## src/rtl/apb_cmd_master.sv

```systemverilog
// apb_cmd_master: valid/ready command to APB setup/access bridge with a registered response port.
// Define APB_CMD_MASTER_TIMEOUT_EN to abort ACCESS after TIMEOUT_CYCLES wait cycles.
module apb_cmd_master #(
   parameter int ADDR_WIDTH     = 32,
   parameter int DATA_WIDTH     = 32,
   parameter int STRB_WIDTH     = DATA_WIDTH/8,
   parameter int TIMEOUT_CYCLES = 16
) (
   input  logic                  PCLK,
   input  logic                  PRESETn,
   input  logic                  cmd_valid,
   output logic                  cmd_ready,
   input  logic                  cmd_write,
   input  logic [ADDR_WIDTH-1:0] cmd_addr,
   input  logic [DATA_WIDTH-1:0] cmd_wdata,
   input  logic [STRB_WIDTH-1:0] cmd_strb,
   output logic                  rsp_valid,
   input  logic                  rsp_ready,
   output logic [DATA_WIDTH-1:0] rsp_rdata,
   output logic                  rsp_err,
   output logic                  rsp_timeout,
   output logic [ADDR_WIDTH-1:0] PADDR,
   output logic                  PSELx,
   output logic                  PENABLE,
   output logic                  PWRITE,
   output logic [DATA_WIDTH-1:0] PWDATA,
   output logic [STRB_WIDTH-1:0] PSTRB,
   input  logic                  PREADY,
   input  logic [DATA_WIDTH-1:0] PRDATA,
   input  logic                  PSLVERR
);
   typedef enum logic [1:0] {IDLE, SETUP, ACCESS, RESP} state_e;
   state_e                state_q;
   logic                  cmd_ready_q, psel_q, penable_q, pwrite_q;
   logic                  rsp_valid_q, rsp_err_q, rsp_timeout_q;
   logic [ADDR_WIDTH-1:0] paddr_q;
   logic [DATA_WIDTH-1:0] pwdata_q, rsp_rdata_q;
   logic [STRB_WIDTH-1:0] pstrb_q;
   logic                  accept, timeout;
   assign accept = state_q == IDLE && cmd_valid && cmd_ready_q;
`ifdef APB_CMD_MASTER_TIMEOUT_EN
   localparam int CW = $clog2(TIMEOUT_CYCLES + 1);
   logic [CW-1:0] cnt_q, cnt_d;
   assign cnt_d   = cnt_q + 1'b1;
   assign timeout = !PREADY && cnt_d == CW'(TIMEOUT_CYCLES);
   always_ff @(posedge PCLK or negedge PRESETn)
      if (!PRESETn) cnt_q <= '0;
      else if (accept) cnt_q <= '0;
      else if (state_q == ACCESS && !PREADY) cnt_q <= cnt_d;
`else
   assign timeout = 1'b0;
`endif
   always_ff @(posedge PCLK or negedge PRESETn)
      if (!PRESETn) begin
         state_q       <= IDLE;
         cmd_ready_q   <= 1'b0;
         psel_q        <= 1'b0;
         penable_q     <= 1'b0;
         pwrite_q      <= 1'b0;
         paddr_q       <= '0;
         pwdata_q      <= '0;
         pstrb_q       <= '0;
         rsp_valid_q   <= 1'b0;
         rsp_rdata_q   <= '0;
         rsp_err_q     <= 1'b0;
         rsp_timeout_q <= 1'b0;
      end else begin
         case (state_q)
            IDLE: begin
               cmd_ready_q <= !accept;
               if (accept) begin
                  psel_q   <= 1'b1;
                  paddr_q  <= cmd_addr;
                  pwrite_q <= cmd_write;
                  pwdata_q <= cmd_wdata;
                  pstrb_q  <= cmd_write ? cmd_strb : '0;
                  state_q  <= SETUP;
               end
            end
            SETUP: begin
               penable_q <= 1'b1;
               state_q   <= ACCESS;
            end
            ACCESS:
               if (PREADY || timeout) begin
                  psel_q        <= 1'b0;
                  penable_q     <= 1'b0;
                  rsp_valid_q   <= 1'b1;
                  rsp_rdata_q   <= PREADY && !pwrite_q ? PRDATA : '0;
                  rsp_err_q     <= PREADY ? PSLVERR : 1'b1;
                  rsp_timeout_q <= !PREADY;
                  state_q       <= RESP;
               end
            default:
               if (rsp_ready) begin
                  rsp_valid_q <= 1'b0;
                  cmd_ready_q <= 1'b1;
                  state_q     <= IDLE;
               end
         endcase
      end
   assign cmd_ready   = cmd_ready_q;
   assign rsp_valid   = rsp_valid_q;
   assign rsp_rdata   = rsp_rdata_q;
   assign rsp_err     = rsp_err_q;
   assign rsp_timeout = rsp_timeout_q;
   assign PADDR       = paddr_q;
   assign PSELx       = psel_q;
   assign PENABLE     = penable_q;
   assign PWRITE      = pwrite_q;
   assign PWDATA      = pwdata_q;
   assign PSTRB       = pstrb_q;
endmodule

```

## config.mk

```make
export PLATFORM = sky130hd
export DESIGN_NAME = apb_cmd_master
export DESIGN_NICKNAME = d
export VERILOG_FILES = /design/src/rtl/apb_cmd_master.sv
export SDC_FILE = /design/constraint.sdc
export NUM_CORES = 1
export LEC_CHECK = 0
export CAP_MARGIN = 20
export CORE_ASPECT_RATIO = 0.8
export CORE_MARGIN = 2
export CORE_UTILIZATION = 37
export CTS_CLUSTER_DIAMETER = 30
export CTS_CLUSTER_SIZE = 8
export DETAILED_ROUTE_END_ITERATION = 10
export HOLD_SLACK_MARGIN = 0.08
export PLACE_DENSITY = 0.76
export SLEW_MARGIN = 20
export SYNTH_ARGS = -nofsm -noshare
export SYNTH_HDL_FRONTEND = slang
export SYNTH_SLANG_ARGS = --single-unit
```

## constraint.sdc

```tcl
create_clock -name PCLK -period 1.7 [get_ports PCLK]
set_input_delay 0.255 -clock PCLK [delete_from_list [all_inputs] [get_ports PCLK]]
set_output_delay 0.255 -clock PCLK [all_outputs]
set_load 0.1 [all_outputs]
```

==> results.md <==
* Initial core utilization at around 38%
* Critical R2R Launch: state_q[0]
* Fin crit share at a little over nine tenths
* Tmin final at 1.62 ns
* Clk_skew at between 0.01 and 0.015 ns
* # DRC at 0
* Worst R2R End: PADDR[16]
* DRT iter0 DRCs at 140
* CTS tree: built
* Max-cap viol count at 0
* Initial antenna violation count at 0
* Worst r2r path cells at 5
* First-pass iteration count of the detailed router at 4
* Slew headroom at about two thirds
* Wire per inst at 16.7 um
* Compound-gate portion of the synthesized area at approximately 6.3%
* Synth area leader: dfrtp_1
* Root Driver: clkbuf_16
* Synth Area in XOR/XNOR at 0%
* Crit path max-delay cell type: dfrtp_1
* Synth Area in Simple Gates at roughly 8.8%
* Final Hold Vio Count at 0
* Detailed-route wire length at around 12 mm
* Area Overhead vs Synth at 81.4%
* Worst setup endpoint: PADDR[16]
* Leading cell type in the layout, fill and taps excluded: buf_12
* Worst path cell trace: inv_1 -> ha_1 -> nand3_4 -> buf_12 -> mux2_4
* Synthesized cell area at 4540 um2
* Placed cell count at approximately 700
* Critical Path Sink Type: flop
* R2R setup slack at roughly 0.075 ns
* Total CTS buffers at 9
* Port bufs at 213
* Vias at ~3300
* RSZ-0062 raised after global routing: false
* Post-DP HPWL at 9.42 mm
* # rows at 36
* Fin nets at between 600 and 700
* Sequential share of the synthesized area at ~60%
* Avg Inst Size Synth at 13.7 um2
* Most frequent cells in the layout: buf_12, dfrtp_1, clkdlybuf4s50_1
* Peak fanout along the critical path at 27
* Synthesized instance count at about 330
* Vias per inst at roughly 4.6
* Largest family of logic cells by synthesized area: multiplexers
* Max clock buf depth at 2
* Sink Count at about 110
* Data arrival, critical path at ~1.9 ns
* Share of the synthesized area in the top cell type at about three fifths
* Clock H-tree levels at 3
* GP Congestion at ~0.76
* Crit start category: flop
* Fillers at roughly 850
* Die H at between 100 and 150 um
* Congestion Overflow GR at 0
* Final setup violation count at 0
* Synth top area cells: dfrtp_1, mux2_4, nand2b_1
* Global-route wire length before repair at approximately 18 mm
* Largest net degree at the start of global routing at 56
* Worst Hold Class: in -> async
* Vias in the first global route at around 3500
* Mux contribution to synthesized area at 20.6%
* Tot GR Track Use at 18.1%
* CP required at 1.92 ns
* Max Transition Viols Final at 0
* Clock transition at path regs at around 0.070 ns
* CORE AREA at roughly 12000 um2
* Adder-Cell Fraction of Synth Area at about 1.1%
* Fraction of layout cells with a size suffix above 1 at between 30 and 40%
* Worst slew pin tran at ~0.51 ns
* Antenna Cells at 0
* Crit-path max cell delay at 0.41 ns
* Max Freq at 616 MHz
* Syn Nets at ~440
* Critical path type: reg -> reg
* IO Pins at 214
* Die width at 128 um
* Netlist cell types at 26
* Worst Setup SP: state_q[0]
* Seq cells post-synth at approximately 110
* Status: finished, final reports clean
* Antenna Nets Post-Route at 0
* Warnings from Yosys at 0
* Later-pin clock latency in the skew report at between 0.3 and 0.4 ns
* Die ar. at between 10000 and 15000 um2
* Cell Count, Final, Fillers Out at 706
==> kinds of logic (layout without fill, tap and decap cells) <==
| logic type | count (synthesis) | after routing |
|---|---|---|
| AO/OA/AOI/OAI | 49 | 49 |
| multiplexers | 66 | 66 |
| AND/OR/NAND/NOR | 82 | 82 |
| flip-flops | 109 | 109 |
| buffers and inverters | 22 | 244 |
| adder cells (fa/ha/maj) | 4 | 4 |
==> timing repair <==
item	CTS	global route
setup buffers	0	0
hold buffers	1	0
setup endpoints to repair	1	0
endpoints found under the hold margin	109	0
resized for setup	1	0
==> cell usage after synthesis <==
cell       number
o22a_1          1
buf_6           7
o21a_1          1
o21ai_0        36
buf_2           6
o211ai_1        2
o311a_1         1
clkbuf_1        5
inv_1           3
nor2_1          4
nand3_2         1
o2bb2ai_1       1
a31oi_1         1
ha_1            4
nand2b_1       33
nand2_1        43
dfrtp_1       109
a21o_1          1
mux2_2         15
a21bo_2         1
buf_4           1
o22ai_1         2
mux2_4         51
a22o_1          1
and2_1          1
a32o_1          1
==> state kept, by name, indices dropped and copies added (netlist names) <==
name and count:
PADDR 32, PWDATA 32, rsp_rdata 32, PSTRB 4, state_q 2, PENABLE 1, PSELx 1, PWRITE 1
cmd_ready 1, rsp_err 1, rsp_timeout 1, rsp_valid 1
==> per-layer routing <==
metal | up-vias | share of wire (%) | track usage, %
li1 | 1550 | - | -
met1 | 1588 | 42 | 22.0
met2 | 125 | 50 | 30.8
met3 | 15 | 7.0 | 6.33
met4 | 0 | 1.3 | 4.99
met5 | - | 0 | 0
==> worst min-delay path by stage <==
stage | to | slack [ns]
floorplan | PADDR[0] | -0.04
global placement | PADDR[15] | 0.06
detailed placement | PADDR[15] | 0.06
finish | PADDR[15] | 0.25
global route | PADDR[15] | 0.24
CTS | PADDR[15] | 0.24
==> final cells by class <==
type	instances	area, um2	share of cell area (%)
Timing Repair Buffer	225	3360	40.7
Sequential cell	109	2730	33.1
Multi-Input combinational cell	201	1680	20.4
Clock buffer	10	229	2.78
Tap cell	152	190	2.31
Clock inverter	6	46.3	0.562
Inverter	3	11.3	0.137
==> per-stage QoR <==
| stage | cell area (um2) | utilization, % | hold slack, ns | TNS [ns] | worst slack, ns |
|---|---|---|---|---|---|
| 5_1_grt | 8240 | 68.3 | 0.237 | 0 | 0.00566 |
| 3_3_place_gp | 7960 | 65.9 | 0.0596 | 0 | 0.0552 |
| 3_5_place_dp | 7960 | 65.9 | 0.0607 | -0.00776 | -0.00423 |
| 6_report | 8240 | 68.3 | 0.253 | 0 | 0.0754 |
| 2_1_floorplan | 4540 | - | -0.0406 | 0 | 0.143 |
| 4_1_cts | 8240 | 68.3 | 0.238 | 0 | 0.0653 |
==> critical path: cells and delay by family, from the launching register on <==
family        cells  cell delay [ns]
fa+ha+maj         1             0.24
buf+inv           2             0.35
flops             1             0.41
mux               1             0.31
simple gates      1             0.18
Power is not shown: default switching activity piles up to over one toggle a cycle in this logic, so the estimate is an artifact.
